--- config.mk ---
export PLATFORM = sky130hd
export DESIGN_NAME = wb_arbiter
export DESIGN_NICKNAME = d
export VERILOG_FILES = /design/src/rtl/wb_arbiter.sv
export SDC_FILE = /design/constraint.sdc
export NUM_CORES = 1
export LEC_CHECK = 0
export BUFFER_PORTS_ARGS = -buffer_cell sky130_fd_sc_hd__buf_2
export CORE_MARGIN = 5
export CORE_UTILIZATION = 30
export DETAILED_ROUTE_END_ITERATION = 16
export HOLD_SLACK_MARGIN = 0.08
export MAX_ROUTING_LAYER = met4
export SYNTH_ARGS = -nofsm -noshare
export SYNTH_HDL_FRONTEND = slang
export SYNTH_HIERARCHICAL = 1
export SYNTH_SLANG_ARGS = --single-unit
--- constraint.sdc ---
create_clock -name clk -period 10.5 [get_ports clk]
set_input_delay 1.575 -clock clk [delete_from_list [all_inputs] [get_ports clk]]
set_output_delay 1.575 -clock clk [all_outputs]
set_load 0.005 [all_outputs]
--- src/rtl/wb_arbiter.sv ---
`default_nettype none
// ============================================================================
//  Module      : wb_arbiter (with helper wb_arbiter_fifo)
//  Description : Write-back arbiter merging ALU and LSU results into a single
//                register-file write port. Each source has a 2-entry skid
//                FIFO. LSU wins by default and a saturating starvation counter
//                guarantees ALU progress. Illegal destinations are consumed
//                silently and flagged with a one-cycle pulse.
//  Revision    : 1.0 - initial release
// ============================================================================

// ----------------------------------------------------------------------------
// Two-entry FIFO holding {rd_addr, data}. Ready is a registered copy of
// (count < 2), so it never depends combinationally on the valid input.
// ----------------------------------------------------------------------------
module wb_arbiter_fifo #(
    parameter int AW = 4,
    parameter int DW = 64
) (
    input  logic               clk,
    input  logic               rst,
    input  logic               i_valid,
    input  logic [AW-1:0]      i_addr,
    input  logic [DW-1:0]      i_data,
    output logic               o_ready,
    input  logic               i_pop,
    output logic               o_has,
    output logic [AW-1:0]      o_head_addr,
    output logic [DW-1:0]      o_head_data,
    output logic [1:0]         o_slot_vld,
    output logic [1:0][AW-1:0] o_slot_addr
);
    logic [1:0][AW-1:0] r_addr;
    logic [1:0][DW-1:0] r_data;
    logic               r_wptr;
    logic               r_rptr;
    logic [1:0]         r_cnt;
    logic               r_ready;
    logic [1:0]         w_cnt_nxt;
    logic               w_push;

    assign w_push = i_valid & r_ready;

    // Occupancy after this edge: push and pop together leave it unchanged.
    always_comb begin
        w_cnt_nxt = r_cnt;
        case ({w_push, i_pop})
            2'b10:   w_cnt_nxt = r_cnt + 2'd1;
            2'b01:   w_cnt_nxt = r_cnt - 2'd1;
            default: w_cnt_nxt = r_cnt;
        endcase
    end

    // Pointer/count/ready state; pointers are 1 bit so they wrap modulo 2.
    always_ff @(posedge clk) begin
        if (rst) begin
            r_wptr  <= 1'b0;
            r_rptr  <= 1'b0;
            r_cnt   <= 2'd0;
            r_ready <= 1'b0;
        end else begin
            if (w_push) begin
                r_wptr <= ~r_wptr;
            end
            if (i_pop) begin
                r_rptr <= ~r_rptr;
            end
            r_cnt   <= w_cnt_nxt;
            r_ready <= (w_cnt_nxt < 2'd2);
        end
    end

    // Entry storage; contents are qualified by the count, so no reset needed.
    always_ff @(posedge clk) begin
        if (w_push) begin
            r_addr[r_wptr] <= i_addr;
            r_data[r_wptr] <= i_data;
        end
    end

    assign o_ready     = r_ready;
    assign o_has       = (r_cnt != 2'd0);
    assign o_head_addr = r_addr[r_rptr];
    assign o_head_data = r_data[r_rptr];
    assign o_slot_addr = r_addr;
    // Slot at the read pointer is live when non-empty; the other only when full.
    assign o_slot_vld[0] = (r_cnt == 2'd2) || ((r_cnt == 2'd1) && (r_rptr == 1'b0));
    assign o_slot_vld[1] = (r_cnt == 2'd2) || ((r_cnt == 2'd1) && (r_rptr == 1'b1));
endmodule

// ----------------------------------------------------------------------------
// Top: two FIFOs, fixed-priority arbiter with starvation override, output
// register and combinational pending-write mask.
// ----------------------------------------------------------------------------
module wb_arbiter #(
    parameter int XLEN                = 64,
    parameter int REG_FILE_ADDR_WIDTH = 4,
    parameter int REG_FILE_DEPTH      = 11,
    parameter int STARVE_LIMIT        = 4
) (
    input  logic                           clk,
    input  logic                           rst,
    input  logic                           alu_wb_valid,
    input  logic [REG_FILE_ADDR_WIDTH-1:0] alu_wb_rd_addr,
    input  logic [XLEN-1:0]                alu_wb_data,
    output logic                           alu_wb_ready,
    input  logic                           lsu_wb_valid,
    input  logic [REG_FILE_ADDR_WIDTH-1:0] lsu_wb_rd_addr,
    input  logic [XLEN-1:0]                lsu_wb_data,
    output logic                           lsu_wb_ready,
    output logic [REG_FILE_ADDR_WIDTH-1:0] rd_addr,
    output logic [XLEN-1:0]                rd_data,
    output logic                           rd_wr_en,
    output logic [REG_FILE_DEPTH-1:0]      wb_pending,
    output logic                           wb_illegal
);
    localparam int c_AW  = REG_FILE_ADDR_WIDTH;
    localparam int c_SW  = (STARVE_LIMIT < 1) ? 1 : $clog2(STARVE_LIMIT + 1);
    localparam logic [c_SW-1:0] c_STARVE_MAX = c_SW'(STARVE_LIMIT);
    // r10 is the read-only frame pointer.
    localparam int c_FP_REG = 10;

    // Writable architectural register: inside the file and not the frame pointer.
    function automatic logic f_legal(input logic [c_AW-1:0] a);
        return (int'(a) != c_FP_REG) && (int'(a) < REG_FILE_DEPTH);
    endfunction

    logic                   w_alu_has, w_lsu_has;
    logic                   w_alu_win, w_lsu_win, w_grant;
    logic [c_AW-1:0]        w_alu_head_addr, w_lsu_head_addr;
    logic [XLEN-1:0]        w_alu_head_data, w_lsu_head_data;
    logic [1:0]             w_alu_slot_vld, w_lsu_slot_vld;
    logic [1:0][c_AW-1:0]   w_alu_slot_addr, w_lsu_slot_addr;
    logic [c_AW-1:0]        w_g_addr;
    logic [XLEN-1:0]        w_g_data;
    logic [c_SW-1:0]        r_starve;
    logic [c_AW-1:0]        r_rd_addr;
    logic [XLEN-1:0]        r_rd_data;
    logic                   r_rd_wr_en;
    logic                   r_illegal;

    wb_arbiter_fifo #(.AW(c_AW), .DW(XLEN)) u_alu_fifo (
        .clk         (clk),
        .rst         (rst),
        .i_valid     (alu_wb_valid),
        .i_addr      (alu_wb_rd_addr),
        .i_data      (alu_wb_data),
        .o_ready     (alu_wb_ready),
        .i_pop       (w_alu_win),
        .o_has       (w_alu_has),
        .o_head_addr (w_alu_head_addr),
        .o_head_data (w_alu_head_data),
        .o_slot_vld  (w_alu_slot_vld),
        .o_slot_addr (w_alu_slot_addr)
    );

    wb_arbiter_fifo #(.AW(c_AW), .DW(XLEN)) u_lsu_fifo (
        .clk         (clk),
        .rst         (rst),
        .i_valid     (lsu_wb_valid),
        .i_addr      (lsu_wb_rd_addr),
        .i_data      (lsu_wb_data),
        .o_ready     (lsu_wb_ready),
        .i_pop       (w_lsu_win),
        .o_has       (w_lsu_has),
        .o_head_addr (w_lsu_head_addr),
        .o_head_data (w_lsu_head_data),
        .o_slot_vld  (w_lsu_slot_vld),
        .o_slot_addr (w_lsu_slot_addr)
    );

    // Grant: LSU by default, ALU when alone or when it has lost too often.
    always_comb begin
        w_alu_win = w_alu_has && (!w_lsu_has || (r_starve == c_STARVE_MAX));
        w_lsu_win = w_lsu_has && !w_alu_win;
        w_grant   = w_alu_win || w_lsu_win;
        w_g_addr  = w_alu_win ? w_alu_head_addr : w_lsu_head_addr;
        w_g_data  = w_alu_win ? w_alu_head_data : w_lsu_head_data;
    end

    // Starvation counter: counts consecutive ALU losses, saturating.
    always_ff @(posedge clk) begin
        if (rst) begin
            r_starve <= '0;
        end else if (w_alu_has && w_lsu_win) begin
            if (r_starve != c_STARVE_MAX) begin
                r_starve <= r_starve + 1'b1;
            end
        end else begin
            r_starve <= '0;
        end
    end

    // Output register: granted entry becomes a write or an illegal pulse.
    always_ff @(posedge clk) begin
        if (rst) begin
            r_rd_addr  <= '0;
            r_rd_data  <= '0;
            r_rd_wr_en <= 1'b0;
            r_illegal  <= 1'b0;
        end else if (w_grant) begin
            r_rd_addr  <= w_g_addr;
            r_rd_data  <= w_g_data;
            r_rd_wr_en <= f_legal(w_g_addr);
            r_illegal  <= !f_legal(w_g_addr);
        end else begin
            r_rd_wr_en <= 1'b0;
            r_illegal  <= 1'b0;
        end
    end

    assign rd_addr    = r_rd_addr;
    assign rd_data    = r_rd_data;
    assign rd_wr_en   = r_rd_wr_en;
    assign wb_illegal = r_illegal;

    // Pending mask: any live FIFO slot or an in-flight write targeting reg i.
    for (genvar gi = 0; gi < REG_FILE_DEPTH; gi++) begin : g_pending
        localparam logic [c_AW-1:0] c_IDX = c_AW'(gi);
        if (gi == c_FP_REG) begin : g_ro
            assign wb_pending[gi] = 1'b0;
        end else begin : g_rw
            assign wb_pending[gi] =
                (w_alu_slot_vld[0] && (w_alu_slot_addr[0] == c_IDX)) ||
                (w_alu_slot_vld[1] && (w_alu_slot_addr[1] == c_IDX)) ||
                (w_lsu_slot_vld[0] && (w_lsu_slot_addr[0] == c_IDX)) ||
                (w_lsu_slot_vld[1] && (w_lsu_slot_addr[1] == c_IDX)) ||
                (r_rd_wr_en && (r_rd_addr == c_IDX));
        end
    end
endmodule
`default_nettype wire

== Word-level counts from Yosys, hierarchy flattened ==
Cells that the tools add are included.
Cells by class
  muxes and demuxes: 24
  equal/unequal tests: 56
  magnitude comparators: 9
  add/subtract/negate cells: 5
  bitwise logic cells: 8
  reductions and logical operators: 118
Operators by type and width (number)
  64-bit two-way mux: 7
  128-bit bitwise mux: 2
  64-bit demux with 1-bit select: 2
  4-bit by 3-bit == test with 1-bit output (second input constant): 20
  1-bit logical AND: 60
  1-bit logical OR: 46
  4-bit by 2-bit == test with 1-bit output (second input constant): 10
  4-bit == test (second input constant): 10
  4-bit two-way mux: 7
  4-bit by 1-bit == test with 1-bit output (second input constant): 5
  4-bit logical NOT: 5
  8-bit bitwise mux: 2
  4-bit demux with 1-bit select: 2
  2-bit by 1-bit == test with 1-bit output (second input constant): 4
  2-bit == test (second input constant): 4
  1-bit by 2-bit < comparator with 1-bit output (second input constant): 4
  2-bit one-hot mux with 2 select lines: 2
  1-bit inverter: 6
  2-bit by 1-bit adder with 2-bit output (second input constant): 2
  2-bit < comparator (second input constant): 2
  4-bit < comparator (second input constant): 1
  4-bit inequality test (second input constant): 1
  2-bit nonzero test: 2
  2-bit OR reduction: 2
  other kinds (7): 12
Word-level totals
  output and inout port bits: 83
  register bits after elaboration: 355

== Depth between registers and ports, before layout ==
  word-level depth: 9
  gate-level depth with buffers: 10

== Cells and area by module ==
Netlist, hierarchy kept.
By module, submodules not included
  wb_arbiter_fifo: cells each 245, seq. area each 4184.0 sq um, area an instance 5481.5 sq um, instances 2
  wb_arbiter: cells each 343, seq. area each 1461.4 sq um, area an instance 3408.3 sq um, instances 1

== Least setup slack after synthesis ==
Ideal clock, no wire load.
  path type: input-to-reg
  from: input alu_wb_valid
  to: register u_alu_fifo.r_addr, in the netlist u_alu_fifo/o_slot_addr[0], enable pin
  setup slack: 5.476 ns
  stages: 2
  data required time: 10.006 ns
  arrival time: 4.530 ns
  cells stage by stage: nand2_1 -> nor2_1
Between the ends
  word-level cells in the longest chain between the ends: 1
RTL lines
  start: declaration: RTL line 103  | input logic alu_wb_valid,
  1-bit bitwise AND: RTL line 42  | assign w_push = i_valid & r_ready;
  end signal: indexed assignment: RTL line 76  | r_addr[r_wptr] <= i_addr;
  end: declaration: RTL line 33  | logic [1:0][AW-1:0] r_addr;
Every way passes these cells.
A chain may end at the register's enable or synchronous reset.

== Worst setup path after layout ==
  from: register u_alu_fifo.r_rptr
  to: output wb_pending[4]
Between the ends
  word-level cells in the longest chain between the ends: 8
RTL lines
  start: declaration: RTL line 36  | logic r_rptr;
  start signal: assignment: RTL line 66  | r_rptr <= ~r_rptr;
  1-bit inverter: RTL line 87  | assign o_slot_vld[0] = (r_cnt == 2'd2) || ((r_cnt == 2'd1) && (r_rptr == 1'b0));
  1-bit logical AND: RTL line 87
  1-bit logical OR: RTL line 87
  named net w_alu_slot_vld[0]: RTL line 132  | logic [1:0] w_alu_slot_vld, w_lsu_slot_vld;
  1-bit logical AND: RTL line 224  | (w_alu_slot_vld[0] && (w_alu_slot_addr[0] == c_IDX)) ||
  1-bit logical OR: RTL line 224
  1-bit logical OR: RTL line 225  | (w_alu_slot_vld[1] && (w_alu_slot_addr[1] == c_IDX)) ||
  1-bit logical OR: RTL line 226  | (w_lsu_slot_vld[0] && (w_lsu_slot_addr[0] == c_IDX)) ||
  1-bit logical OR: RTL line 227  | (w_lsu_slot_vld[1] && (w_lsu_slot_addr[1] == c_IDX)) ||
  end: declaration: RTL line 114  | output logic [REG_FILE_DEPTH-1:0] wb_pending,
The timed path passes the listed nets, and every way through them passes these cells.

==> reports/qor.yml <==
cts:
  clk_pin_slew_worst_paths_ns: 0.06
  clock_latency_ns: 0.54
  htree_levels: 2
  cts_tree: "built"
  post_cts_buffers: 0
  numCtsBuffers: 41
  cts-resized-gates: 0
  cts.hold.buffers_added: 0
  root_buffer: "clkbuf_16"
  clock_path_buffers: 3
  clock-sinks: 355
route:
  drtAntennaViolNets: 0
  dr.pass1.iters: 5
  wire_per_inst_um: 19.7
  drc: 0
  drt-total-wl_mm: 33.8
  drtIter0Drc: 461
  via_count: 8004
  vias_per_cell: 4.65
critical_path:
  path_cells: "inv_1 -> a21o_1 -> nand3b_1 -> nor3_1 -> or4_1 -> buf_2"
  reg2reg_depth: 3
  cp_slowest_stage_delay_ns: 0.80
  cp.required_ns: 8.93
  worst-path-buf-inv: 2
  r2r_setup_slack_ns: 7.94
  r2r-start: "u_alu_fifo/r_rptr"
  r2r_end: "rd_data[35]"
  cpMaxStageDelayCell: "dfxtp_4"
  critPathMaxFanout: 33
  crit_family: "flip-flops"
  critPathKind: "flip-flop to output pin"
  arrival_ns: 2.56
  worstSetupEndpointType: "output pin"
  crit_path_start_kind: "flip-flop"
floorplanning:
  dieHeight_um: 229
  core-area_mm2: 0.0475
  die_w_um: 229
  rows: 80
  initial_utilization_pct: 30.2
  die_area_mm2: 0.0524
  io_pins: 223
power:
  ir_drop_mv: 0.137
  p_leak_nw: 6.71
  power.density_mw_per_mm2: 196
min_path:
  min-delay-path-class: "flip-flop to flip-flop"
  hold-path-endpoint: "r_starve[0]"
  whs_path_depth: 1
  hold_start: "r_starve[0]"
yosys:
  synth.distinct_cells: 49
  ys.flop_type: "edfxtp_1"
  ys_top_cells_by_area: "edfxtp_1, mux2_4, dfxtp_1"
  synth_edf_count: 272
  ys_warn_count: 6
  synth_cells: 833
  yosysSeqAreaShare_pct: 68.4
  ys_async_sr_fraction_pct: 0
  avgSynthCellArea_um2: 17.3
  synth_area_mm2: 0.0144
  synth.top_cell.area_share_pct: 56.8
  yosysTopAreaCell: "edfxtp_1"
  ys_ff_latch: 355
  syn_nets: 985
finish:
  nNetsFinal: 1220
  mostFrequentLayoutCell: "edfxtp_1"
  final_cell_mix: "edfxtp_1, buf_2, mux2_4, dfxtp_1, and2_1"
  drive_gt1_share_pct: 40.4
  area_growth_pct: 21.3
sta:
  hold_viol: 0
  period_minus_slack_ns: 4.14
  post-route-period-util_pct: 39.4
  worst_pin_slew_ns: 1.03
  rsz0062_at_grt: "false"
  maxSlewHeadroom_pct: 31.6
  fin_tns_setup_ns: 0
  finClkSkew_ns: 0.0127
  drv_slew: 0
  finalWorstSetupSlack_ns: 6.36
  max_freq_mhz: 242
  finalSetupViolCount: 0
global_route:
  antenna_found_initial: 6
  gr-usage-all-layers_pct: 13.0
  first_global_vias: 8522
  grt-ovfl-total: 0
  grt_pass1_wl_mm: 51.6
  grt_max_degree: 69
outcome:
  outcome: "finished clean"
placed_design:
  portBuffers: 221
  routabilityCongestion: 0.879
  pre_cts_slack_ns: 6.73
  dp_hpwl_mm: 21.2
run:
  max_cap_violations: 0
state kept, by name, indices dropped and copies added, names as in the netlist, 3 cells and up, named ones only:
signal / cells
u_lsu_fifo/r_data: 128
rd_data: 64
u_alu_fifo/o_slot_addr: 8
u_alu_fifo/r_data: 128
rd_addr: 4
u_lsu_fifo/o_slot_addr: 8
r_starve: 3
cell usage after synthesis, types with 5 or more instances:
master / n
a221o_1: 68
and2_1: 70
buf_6: 19
clkbuf_1: 14
dfxtp_1: 83
edfxtp_1: 272
ha_1: 12
inv_1: 18
mux2_4: 134
nand2_1: 11
nand2b_1: 6
nand3_1: 9
nand3b_1: 10
nor2_1: 20
nor3b_1: 8
o32ai_1: 5
stage by stage:
stage | cell area (um2) | instances | utilization, % | hold slack (ns) | power (mW)
floorplan | 14400 | 833 | - | 0.425 | 1.91
global placement | 16100 | 1640 | 33.8 | 0.435 | 2.05
detailed placement | 16100 | 1640 | 33.8 | 0.447 | 2.05
CTS | 17400 | 1716 | 36.6 | 0.459 | 3.48
global route | 17400 | 1721 | 36.7 | 0.489 | 3.57
finish | 17400 | 1721 | 36.7 | 0.455 | 3.43
per-layer routing:
| metal | GRT usage [%] | part of all wire, % | wire length [um] | vias to the layer above |
|---|---|---|---|---|
| li1 | - | - | - | 3721 |
| met1 | 16.2 | 44 | 14900 | 3997 |
| met2 | 21.3 | 49 | 16500 | 231 |
| met3 | 2.96 | 5.3 | 1780 | 55 |
| met4 | 3.53 | 2.1 | 708 | 0 |
| met5 | - | 0 | 0 | - |
cells by family (layout without fill, tap and decap cells):
| kind of cell | count (synthesis) | in the layout | share of synthesized area [%] |
|---|---|---|---|
| DFF | 355 | 355 | 68.4 |
| muxes | 141 | 141 | 14.5 |
| AOI/OAI and AO/OA | 96 | 96 | 6.17 |
| buffers and inverters | 58 | 326 | 2.60 |
| and+or+nand+nor | 166 | 166 | 6.99 |
| other | 1 | 6 | 0.0261 |
| adders and majority gates | 12 | 12 | 1.04 |
| xor gates and xnor gates | 4 | 4 | 0.244 |
where the power goes:
part | switching (mW) | internal (mW)
clock | 0.553 | 0.856
sequential | 0.0570 | 1.60
combinational | 0.167 | 0.191
total | 0.777 | 2.65
cell type report:
class / count / area, um2
Multi-Input combinational cell: 420 / 4210
Sequential cell: 355 / 9840
Inverter: 18 / 67.6
Fill cell: 4448 / 30100
Clock inverter: 16 / 171
Tap cell: 615 / 769
Antenna cell: 5 / 12.5
Timing Repair Buffer: 232 / 1190
Clock buffer: 60 / 1180
worst register-to-register path: cells and delay by family, from the launching register on:
| family | cells | cell delay (ns) |
|---|---|---|
| buffers and inverters | 1 | 0.84 |
| muxes | 1 | 0.50 |
| DFF | 1 | 0.80 |
| AOI/OAI and AO/OA | 1 | 0.31 |
worst max-delay path by stage:
| stage | cells past startpoint | end | startpoint |
|---|---|---|---|
| 4_1_cts | 6 | wb_pending[4] | u_alu_fifo/r_rptr |
| 5_1_grt | 6 | wb_pending[4] | u_alu_fifo/r_rptr |
| 6_report | 6 | wb_pending[4] | u_alu_fifo/r_rptr |
| 2_1_floorplan | 2 | u_alu_fifo/o_slot_addr[0] | alu_wb_valid |
| 3_3_place_gp | 4 | u_lsu_fifo/r_data[54] | lsu_wb_valid |
| 3_5_place_dp | 4 | u_lsu_fifo/r_data[51] | lsu_wb_valid |
Power figures use the tool's default switching activity.
